===== src/rtl/sprite_rom_reader.sv =====
// Streaming sprite ROM reader: walks a contiguous, DEPTH-wrapped address run and
// presents the pixels on a valid/ready stream with a colour-key flag and a last marker.
module sprite_rom_reader #(
    parameter int                    ADDR_WIDTH = 10,
    parameter int                    DATA_WIDTH = 16,
    parameter int                    DEPTH      = 990,
    parameter logic [DATA_WIDTH-1:0] KEY_COLOR  = 16'hF81F
) (
    input  logic                  clk,
    input  logic                  rst_n,
    input  logic                  start,
    input  logic [ADDR_WIDTH-1:0] base_addr,
    input  logic [ADDR_WIDTH:0]   length,
    input  logic                  abort,
    output logic                  busy,
    output logic                  done,
    output logic [ADDR_WIDTH-1:0] rom_addr,
    input  logic [DATA_WIDTH-1:0] rom_data,
    output logic                  m_valid,
    input  logic                  m_ready,
    output logic [DATA_WIDTH-1:0] m_data,
    output logic                  m_transp,
    output logic                  m_last
);

    typedef enum logic [1:0] {
        IDLE  = 2'd0,
        RUN   = 2'd1,
        DRAIN = 2'd2
    } state_t;

    localparam logic [ADDR_WIDTH-1:0] ADDR_ZERO = '0;
    localparam logic [ADDR_WIDTH-1:0] ADDR_ONE  = ADDR_WIDTH'(1);
    localparam logic [ADDR_WIDTH-1:0] LAST_ADDR = ADDR_WIDTH'(DEPTH - 1);
    localparam logic [ADDR_WIDTH:0]   CNT_ZERO  = '0;
    localparam logic [ADDR_WIDTH:0]   CNT_ONE   = (ADDR_WIDTH + 1)'(1);
    localparam logic [DATA_WIDTH-1:0] DATA_ZERO = '0;

    state_t                  state_r;
    logic [ADDR_WIDTH:0]     issue_cnt_r;
    logic [ADDR_WIDTH:0]     accept_cnt_r;
    logic [1:0]              count_r;
    logic [DATA_WIDTH-1:0]   tail_data_r;
    logic                    tail_transp_r;
    logic                    tail_last_r;

    logic                    push_s;
    logic                    pop_s;
    logic                    push_last_s;
    logic                    push_transp_s;
    logic [ADDR_WIDTH-1:0]   next_addr_s;
    logic [DATA_WIDTH-1:0]   head_data_s;
    logic                    head_transp_s;
    logic                    head_last_s;
    logic [DATA_WIDTH-1:0]   tail_data_s;
    logic                    tail_transp_s;
    logic                    tail_last_s;
    logic [1:0]              count_s;

    // Issue/consume decisions and the DEPTH-wrapped next address.
    always_comb begin
        pop_s         = m_valid & m_ready;
        push_s        = (state_r == RUN) && (issue_cnt_r != CNT_ZERO) && (count_r < 2'd2);
        push_last_s   = (issue_cnt_r == CNT_ONE);
        push_transp_s = (rom_data == KEY_COLOR);
        if (rom_addr == LAST_ADDR) begin
            next_addr_s = ADDR_ZERO;
        end else begin
            next_addr_s = rom_addr + ADDR_ONE;
        end
    end

    // Two-entry shift FIFO: the head entry is the output register itself, so the
    // pixel presented on the stream only moves on a pop or a write into an empty FIFO.
    always_comb begin
        head_data_s   = m_data;
        head_transp_s = m_transp;
        head_last_s   = m_last;
        tail_data_s   = tail_data_r;
        tail_transp_s = tail_transp_r;
        tail_last_s   = tail_last_r;
        count_s       = count_r;
        if (pop_s) begin
            head_data_s   = tail_data_r;
            head_transp_s = tail_transp_r;
            head_last_s   = tail_last_r;
            count_s       = count_r - 2'd1;
        end else begin
            count_s       = count_r;
        end
        if (push_s) begin
            if (count_s == 2'd0) begin
                head_data_s   = rom_data;
                head_transp_s = push_transp_s;
                head_last_s   = push_last_s;
            end else begin
                tail_data_s   = rom_data;
                tail_transp_s = push_transp_s;
                tail_last_s   = push_last_s;
            end
            count_s = count_s + 2'd1;
        end else begin
            count_s = count_s;
        end
        if (count_s == 2'd0) begin
            head_last_s = 1'b0;
        end else begin
            head_last_s = head_last_s;
        end
    end

    // Run-control FSM with registered stream outputs and FIFO state.
    always_ff @(posedge clk or negedge rst_n) begin
        if (!rst_n) begin
            state_r       <= IDLE;
            busy          <= 1'b0;
            done          <= 1'b0;
            rom_addr      <= ADDR_ZERO;
            issue_cnt_r   <= CNT_ZERO;
            accept_cnt_r  <= CNT_ZERO;
            count_r       <= 2'd0;
            m_valid       <= 1'b0;
            m_data        <= DATA_ZERO;
            m_transp      <= 1'b0;
            m_last        <= 1'b0;
            tail_data_r   <= DATA_ZERO;
            tail_transp_r <= 1'b0;
            tail_last_r   <= 1'b0;
        end else if (abort && (state_r != IDLE)) begin
            // Abort wins over a same-cycle handshake and drops any read in flight.
            state_r      <= IDLE;
            busy         <= 1'b0;
            done         <= 1'b1;
            issue_cnt_r  <= CNT_ZERO;
            accept_cnt_r <= CNT_ZERO;
            count_r      <= 2'd0;
            m_valid      <= 1'b0;
            m_last       <= 1'b0;
            tail_last_r  <= 1'b0;
        end else begin
            done          <= 1'b0;
            m_data        <= head_data_s;
            m_transp      <= head_transp_s;
            m_last        <= head_last_s;
            tail_data_r   <= tail_data_s;
            tail_transp_r <= tail_transp_s;
            tail_last_r   <= tail_last_s;
            count_r       <= count_s;
            m_valid       <= (count_s != 2'd0);
            if (pop_s) begin
                accept_cnt_r <= accept_cnt_r - CNT_ONE;
            end
            if (push_s) begin
                rom_addr    <= next_addr_s;
                issue_cnt_r <= issue_cnt_r - CNT_ONE;
            end
            case (state_r)
                IDLE: begin
                    if (start) begin
                        if (length != CNT_ZERO) begin
                            issue_cnt_r  <= length;
                            accept_cnt_r <= length;
                            rom_addr     <= base_addr;
                            busy         <= 1'b1;
                            state_r      <= RUN;
                        end else begin
                            done <= 1'b1;
                        end
                    end
                end
                RUN: begin
                    if (push_s && push_last_s) begin
                        state_r <= DRAIN;
                    end
                end
                DRAIN: begin
                    if (pop_s && (accept_cnt_r == CNT_ONE)) begin
                        state_r <= IDLE;
                        busy    <= 1'b0;
                        done    <= 1'b1;
                    end
                end
                default: begin
                    state_r <= IDLE;
                    busy    <= 1'b0;
                end
            endcase
        end
    end

endmodule


===== config.mk =====
export PLATFORM = sky130hd
export DESIGN_NAME = sprite_rom_reader
export DESIGN_NICKNAME = d
export VERILOG_FILES = /design/src/rtl/sprite_rom_reader.sv
export SDC_FILE = /design/constraint.sdc
export NUM_CORES = 1
export LEC_CHECK = 0
export BUFFER_PORTS_ARGS = -buffer_cell sky130_fd_sc_hd__buf_4
export CAP_MARGIN = 30
export CORE_UTILIZATION = 52
export CTS_BUF_LIST = sky130_fd_sc_hd__clkbuf_8
export CTS_CLUSTER_DIAMETER = 40
export DETAILED_ROUTE_END_ITERATION = 12
export PLACE_DENSITY = 0.78
export SETUP_SLACK_MARGIN = 0.2
export SLEW_MARGIN = 20
export SYNTH_ARGS = -nofsm -noshare
export SYNTH_HDL_FRONTEND = slang
export SYNTH_SLANG_ARGS = --single-unit

===== constraint.sdc =====
create_clock -name clk -period 2.3 [get_ports clk]
set_input_delay 0.23 -clock clk [delete_from_list [all_inputs] [get_ports clk]]
set_output_delay 0.23 -clock clk [all_outputs]
set_load 0.03 [all_outputs]

==> summary by stage, run 1 <==
Timing
The part of the cycle the worst path needs is 93.5%. Setup repair after global routing could not meet its margin everywhere. Derived from the worst setup path, the maximum achievable clock frequency is 465 MHz.

For the pin with the worst max-slew slack, the measured transition is 0.481 ns. The count of final hold-check violations is 0. The setup violation total in the final timing report is 0. In this run the tightest slew margin relative to its limit is 67.7%. The clock arrives with 0.00927 ns of skew. The max-slew violation total from the final report is 0. The post-route setup TNS is 0 ns. For the finished layout, the period the worst path requires is roughly 2.2 ns.

Yosys
The gate count after technology mapping is 370. The number of warnings printed during yosys synthesis is 0. After Yosys synthesis, and, or, nand and nor cells account for 18.9% of the synthesized area. By area, the combinational part of the netlist is dominated by simple AND/OR/NAND/NOR gates. The synthesized-area fraction occupied by ao, oa, aoi and oai cells is 17.5%. The mapped netlist covers slightly below 0.004 mm2. The number of nets produced by synthesis is 420. The number of synthesized register bits is 75. The number of flops mapped to enable cells by yosys is 0.

After Yosys synthesis, full adders, half adders and majority gates account for 2.54% of the synthesized area. Summing the sequential cell areas from Yosys gives 47.6% of the chip area. Averaged over all synthesized cells, the footprint is roughly 11 um2. After Yosys synthesis, XOR and XNOR cells account for 4.89% of the synthesized area.

The share of flip-flops with an asynchronous set or reset is 100%. The count of cell types in the netlist is 63. The most used flip-flop cell after synthesis is sky130_fd_sc_hd__dfrtp_1. After synthesis, the share of cell area in mux cells is 5.08%.

Global routing
The via count of the first global-routing pass is 3238. The first-pass GRT wire length is 15400 um. Entering global routing, the biggest net connects 47 pins.

The initial antenna violation count was 0. Global routing used 26.1% of the available tracks across all layers. The global route total overflow is 0.

Critical path
The data required time of the worst path is 2.53 ns. The arrival time at the worst endpoint is 2.38 ns. STA classifies the critical path startpoint as a flop. The critical path class is flop to flop. The worst setup path is captured at a flop. The minimum setup slack among reg-to-reg paths is 0.15 ns. Along the worst path, the maximum fanout reaches 8.

Routing
The number of iterations in the first detailed-routing pass is 5. Dividing the detail-routed via count by the number of cells gives just under 6. The first routing iteration left 148 violations.

After detailed routing, the number of remaining DRC violations is 0. The total wirelength of the detailed-routed design is 10600 um. The detail route stage leaves a number of antenna-violating nets equal to 0. The routed length per placed instance is around 18 um.

The detailed router placed 3483 vias in this run.

Finish
In the final layout, the multi-input gates occupy ~0.0021 mm2. The final instance area is 0.00533 mm2. Fill cells in the final layout number roughly 550. The proportion of layout cells with a drive suffix above 1 is between 30% and 40%. The count of antenna diodes in the layout is 0. The combined flip-flop and latch cell area is between 0.0015 and 0.002 mm2. Relative to the synthesized area, the layout overhead comes to 35.1%. The final layout contains 534 nets.

The top cell types in the final layout, fill and taps aside, are sky130_fd_sc_hd__buf_4, sky130_fd_sc_hd__dfrtp_1, sky130_fd_sc_hd__a21oi_1. Excluding fillers, the count of instances in the completed layout stands at 587. The leading cell type in the layout, fill and taps excluded is sky130_fd_sc_hd__buf_4.

Pwr
In this run, the clock network consumes 18.9% of the power. The analysis attributes to net switching a power of between 2 and 3 mW. The leakage dissipation is 2.32 nW. Internal power comes to 4.13 mW. The combinational share of power is 46.9%.

VDD sags by at most 0.537 mV. The power per unit of standard cell area is 1260 mW/mm2. Of the total power, the share spent switching nets is 38.5%. Sequential cells account for 34.2% of the total power.

Total power for the finished layout comes to 6.72 mW.

Floorplan
The die is 89.1 um wide. The floorplan step defined a core boundary enclosing 0.00729 mm2. The full die area is 0.00793 mm2. The vertical extent of the die is ~89 um. Pin placement for this block handled 73 I/O pins. The number of placement rows is 31.

For this configuration, the core starts out at a cell density of around 54%.

Run
The tool flagged a number of max-cap violations equal to 0.

Placed design
The total instance count after detailed placement is 550. Buffers placed on the I/O ports in this run total 72. Routability-driven placement finished with a final weighted congestion of approximately 0.89. The sum of net half-perimeters after detailed placement is 6850 um. The post-detailed-placement cell area is 0.00477 mm2.

Clock network
The master cell of the clock root buffer is sky130_fd_sc_hd__clkbuf_8. Clock tree synthesis inserted a total of 9 buffers. The clock transition at the registers of the reported paths is 0.08 ns. At the later pin of the worst-skew pair, clock insertion delay measures 0.35 ns.

The TritonCTS sink count is 75. The deepest clock path buffer count is 2. TritonCTS built the clock tree. The maximum level of the CTS H-tree is 3.

Worst hold path
The class of the tightest hold or removal check is primary input to flop.

Status
The flow ran to the end, and the final reports show no timing, DRC or antenna violations.
[per-stage QoR]
stage	setup slack [ns]	hold WS, ns	utilization, %
floorplan	0.0704	-0.0656	-
global placement	0.00738	0.185	65.3
detailed placement	0.100	0.181	65.4
CTS	0.188	0.0791	69.8
global route	0.0848	0.102	73.0
finish	0.149	0.0978	73.0
[worst max-delay path, stage by stage, from the launching register on]
cell and delay, ns:
sky130_fd_sc_hd__dfrtp_1 0.39, sky130_fd_sc_hd__or3b_4 0.44, sky130_fd_sc_hd__a31oi_4 0.22, sky130_fd_sc_hd__buf_6 0.16, sky130_fd_sc_hd__nand2b_4 0.08, sky130_fd_sc_hd__nor2_4 0.21
sky130_fd_sc_hd__clkbuf_16 0.20, sky130_fd_sc_hd__mux2_2 0.32
[flip-flops by register name, summed over array words and instances, names as in the netlist, 2 cells and up]
name and count:
issue_cnt_r 11, count_r 2, rom_addr 10, state_r 2, accept_cnt_r 11, tail_data_r 16
m_data 16
[cells by family (layout without fill, tap and decap cells)]
family / Yosys count / in the layout
mux: 18 / 18
xor+xnor: 22 / 22
fa+ha+maj: 8 / 8
flops: 75 / 75
simple gates: 124 / 124
compound gates: 97 / 97
buf+inv: 26 / 144
[synthesized netlist by cell type (3+ instances only)]
master / instances / share of area [%]
sky130_fd_sc_hd__a22oi_1: 4 / 0.76
sky130_fd_sc_hd__nor2_1: 13 / 1.2
sky130_fd_sc_hd__and2_0: 15 / 2.4
sky130_fd_sc_hd__mux2_2: 7 / 2.0
sky130_fd_sc_hd__o21ai_0: 17 / 2.2
sky130_fd_sc_hd__dfrtp_1: 75 / 48
sky130_fd_sc_hd__a221o_1: 18 / 4.6
sky130_fd_sc_hd__xnor2_1: 11 / 2.4
sky130_fd_sc_hd__ha_1: 8 / 2.5
sky130_fd_sc_hd__nor3b_1: 3 / 0.57
sky130_fd_sc_hd__a31oi_1: 4 / 0.63
sky130_fd_sc_hd__buf_6: 4 / 1.1
sky130_fd_sc_hd__xor2_1: 11 / 2.4
sky130_fd_sc_hd__nand3b_1: 4 / 0.76
sky130_fd_sc_hd__nand4_1: 3 / 0.48
sky130_fd_sc_hd__nor4_1: 7 / 1.1
sky130_fd_sc_hd__mux2_1: 9 / 2.6
sky130_fd_sc_hd__clkbuf_1: 7 / 0.67
sky130_fd_sc_hd__o21ai_1: 6 / 0.76
sky130_fd_sc_hd__inv_1: 10 / 0.95
sky130_fd_sc_hd__nand2_1: 21 / 2.0
sky130_fd_sc_hd__nor2b_1: 4 / 0.63
sky130_fd_sc_hd__nor3_1: 15 / 1.9
sky130_fd_sc_hd__nand3_1: 13 / 1.7
sky130_fd_sc_hd__a21oi_1: 29 / 3.7
[path summary, 6_finish.rpt]
path                            startpoint              end  depth (start not counted)
max in group asynchronous            rst_n       count_r[1]                          3
max reg2reg                     count_r[1]   tail_data_r[2]                          7
min in group asynchronous            rst_n       m_data[14]                          2
min reg2reg                tail_data_r[13]  tail_data_r[13]                          1
max                             count_r[1]   tail_data_r[2]                          7
min                           base_addr[9]      rom_addr[9]                          3
[routing by layer]
| metal | GRT usage, % | part of all wire, % | up-vias |
|---|---|---|---|
| li1 | - | - | 1604 |
| met1 | 33.3 | 43 | 1719 |
| met2 | 43.2 | 49 | 144 |
| met3 | 4.80 | 5.5 | 16 |
| met4 | 12.6 | 1.6 | 0 |
| met5 | 0 | 0 | - |
[power by group through the flow]
stage | sequential (mW) | combinational, mW | clock, mW
4_1_cts | 2.30 | 2.79 | 1.28
3_3_place_gp | 2.28 | 2.63 | 0
6_report | 2.30 | 3.15 | 1.27
2_1_floorplan | 2.63 | 1.45 | 0
3_5_place_dp | 2.31 | 2.71 | 0
5_1_grt | 2.37 | 3.40 | 1.35
[timing repair]
item,CTS,global route
pin swaps,2,5
gates cloned,0,3
gates resized for setup,8,19
hold endpoints to repair,29,0
setup buffers,3,15
hold buffers,1,0
setup endpoints to repair,38,41
[cell type report]
class	count	area share [%]
clock buffer	11	2.84
multi-input combinational	269	38.5
inverter	11	0.775
sequential	75	35.4
clock inverter	4	1.83
tap	99	2.33
timing repair buffer	118	18.3
No activity file was read; power rests on OpenSTA's default activity.
==> run 2, diff against run 1 <==
--- a/config.mk
+++ b/config.mk
@@ -11,6 +11,7 @@
 export CTS_BUF_LIST = sky130_fd_sc_hd__clkbuf_8
 export CTS_CLUSTER_DIAMETER = 40
 export DETAILED_ROUTE_END_ITERATION = 12
+export MAX_ROUTING_LAYER = met4
 export PLACE_DENSITY = 0.78
 export SETUP_SLACK_MARGIN = 0.2
 export SLEW_MARGIN = 20
==> summary by stage, run 2 (synthesis gave the netlist of run 1 again) <==
Status
The run finished with clean final reports.

Run
The count of maximum capacitance violations is 0 (unchanged).

Timing
The maximum operating frequency came to 463 MHz (-0.51%). The setup violation total in the final timing report came to 0 (unchanged). The count of final hold-check violations is 0 (unchanged). The post-route setup TNS came to 0 ns (unchanged).

Setup repair after global routing could not meet its margin everywhere. The part of the cycle the worst path needs is 94.0% (+0.48 points). The headroom to the max-slew limit is 66.7% (-0.98 points). The final critical-path required period is 2.16 ns (+0.0111 ns). The setup clock skew after layout is 0.0101 ns (+0.000840 ns). The slew at the pin with the worst max-slew slack is 0.496 ns (+0.0145 ns). The max-slew violation total from the final report is 0 (unchanged).

Floorplan
The width of the chip came to 89.1 um (unchanged). The effective utilization at floorplan is 54.1% (unchanged). The vertical extent of the die is 89.1 um (unchanged). The top-level port count is 73 (unchanged). The number of placement rows came to 31 (unchanged). The full die area is 0.00793 mm2 (unchanged). The area of the core region was 0.00729 mm2 (unchanged).

Finish
The multi-input logic area is 0.00205 mm2 (unchanged). The final instance area is 0.00533 mm2 (unchanged). The filler cell count in the final layout is 546 (unchanged). Leaving out fill and tap cells, the most frequent cell in the layout is sky130_fd_sc_hd__buf_4. The proportion of layout cells with a drive suffix above 1 was 35.2% (unchanged).

The area added between synthesis and finish is 35.1% (unchanged). The largest registers in the layout are m_data (16), tail_data_r (16). The post-layout instance count excluding filler cells is 587 (unchanged).

The count of antenna diodes in the layout is 0 (unchanged). The number of nets at the end of the flow came to 534 (unchanged). The combined flip-flop and latch cell area is 0.00188 mm2 (unchanged). In the layout the commonest cells are sky130_fd_sc_hd__buf_4, sky130_fd_sc_hd__dfrtp_1, sky130_fd_sc_hd__a21oi_1.

Clock network
The master cell of the clock root buffer is sky130_fd_sc_hd__clkbuf_8. The deepest clock path buffer count was 2 (unchanged). The TritonCTS buffer count came to 9 (unchanged).

TritonCTS built the clock tree. The worst-skew pair later-pin latency was 0.35 ns (about the same). The TritonCTS sink count came to 75 (unchanged). The maximum level of the CTS H-tree came to 3 (unchanged). The clock transition at the registers of the reported paths is 0.08 ns (about the same).

Global routing
The global-route usage over all layers was 26.9% (+0.82 points). The largest net degree at the start of global routing was 47 (unchanged). The met1 capacity usage during global routing is 33.3% (unchanged). The met2 routing resource usage after global routing was 43.2% (unchanged). The initial antenna violation count was 0 (unchanged). The via count of the first global-routing pass is 3241 (+0.093%). The highest-utilization routing layer at the global route stage is met2.

The global route total overflow came to 0 (unchanged). The met3 routing resource usage after global routing is 4.80% (unchanged). The first-pass GRT wire length is 15400 um (about the same).

Routing
The number of nets still failing antenna checks after routing was 0 (unchanged). The number of design-rule violations left by the first detailed-router iteration is 135 (-8.8%). The number of iterations in the first detailed-routing pass is 5 (unchanged). The DRC violations left is 0 (unchanged). The overall via count from detail_route came to 3481 (-0.057%). The routed length per placed instance is 18.1 um (+0.20%). The vias per cell came to 5.93 (about the same). The total wirelength of the detailed-routed design is 10600 um (+0.20%).

Placed design
The final weighted congestion in routability-driven placement is 0.907 (+1.7%). The count of port buffers added during placement came to 72 (unchanged). The sum of net half-perimeters after detailed placement is 6850 um (unchanged). The post-detailed-placement cell area is 0.00477 mm2 (unchanged). The total instance count after detailed placement came to 550 (unchanged).

Critical path
By startpoint and endpoint, the worst setup path is classified as flop to flop. The worst register-to-register path begins at count_r[1]. The arrival time at the worst endpoint is 2.39 ns (about the same). The worst setup path is captured at a flop. The data required time of the worst path is 2.52 ns (about the same). The startpoint of the most critical setup path is count_r[1]. The largest fanout of any net on the critical path is 8 (unchanged).

The worst setup path is launched from a flop.

Pwr
The worst IR drop on VDD is 0.536 mV (-0.28%). The leakage dissipation is 2.32 nW (unchanged). The power per unit of standard cell area is 1260 mW/mm2 (about the same).

Worst hold path
The class of the tightest hold or removal check is primary input to flop. The launch point of the worst hold path is base_addr[9].
==> run 2: cell counts in the layout (fill, tap and decap cells not counted) <==
No cell type changed its count.
==> run 2: through the flow <==
step	total power [mW]	hold slack, ns	setup slack, ns	utilization [%]
3_5_place_dp	5.02	0.181	0.100	65.4
6_report	6.72	0.0990	0.138	73.0
2_1_floorplan	4.07	-0.0656	0.0704	-
5_1_grt	7.12	0.102	0.0861	73.0
3_3_place_gp	4.91	0.185	0.00738	65.3
4_1_cts	6.37	0.0791	0.188	69.8
==> run 2: area by class of cell <==
| cell class | count | area share [%] |
|---|---|---|
| Multi-Input combinational cell | 269 | 38.5 |
| Sequential cell | 75 | 35.4 |
| Timing Repair Buffer | 118 | 18.3 |
| Clock buffer | 11 | 2.84 |
| Tap cell | 99 | 2.33 |
| Clock inverter | 4 | 1.83 |
| Inverter | 11 | 0.775 |
==> run 2: what timing repair did <==
| action | CTS | global route |
|---|---|---|
| endpoints found under the hold margin | 29 | 0 |
| hold buffers | 1 | 0 |
| setup endpoints to repair | 38 | 41 |
| pin swaps | 2 | 5 |
| setup buffers | 3 | 15 |
| cloned | 0 | 3 |
| gates resized for setup | 8 | 19 |
==> run 2: per-layer routing <==
metal / part of all wire (%) / vias to the layer above
met4: 1.6 / 0
met1: 43 / 1703
li1: - / 1607
met3: 5.8 / 15
met5: 0 / -
met2: 49 / 156
==> run 2: path summary, 6_finish.rpt <==
| kind | end | slack, ns | depth (start not counted) |
|---|---|---|---|
| worst max-delay path | tail_data_r[8] | 0.14 | 7 |
| worst min-delay path | rom_addr[9] | 0.1 | 3 |
| worst max register to register | tail_data_r[8] | 0.14 | 7 |
| worst min register to register | tail_data_r[13] | 0.50 | 1 |
| max in group asynchronous | m_valid | 1.37 | 3 |
| min in group asynchronous | m_data[14] | 0.35 | 2 |
==> run 2: report_power, final <==
group / total [mW] / leakage (nW) / internal [mW] / switching [mW]
Sequential: 2.30 / 0.917 / 1.84 / 0.465
Combinational: 3.15 / 1.28 / 1.52 / 1.63
Clock: 1.27 / 0.122 / 0.775 / 0.495
==> run 2: critical path, cell delays in order, from the launching register on <==
cell	delay, ns
sky130_fd_sc_hd__dfrtp_1	0.39
sky130_fd_sc_hd__or3b_4	0.44
sky130_fd_sc_hd__a31oi_4	0.22
sky130_fd_sc_hd__buf_6	0.16
sky130_fd_sc_hd__nand2b_4	0.08
sky130_fd_sc_hd__nor2_4	0.22
sky130_fd_sc_hd__clkbuf_16	0.21
sky130_fd_sc_hd__mux2_1	0.32
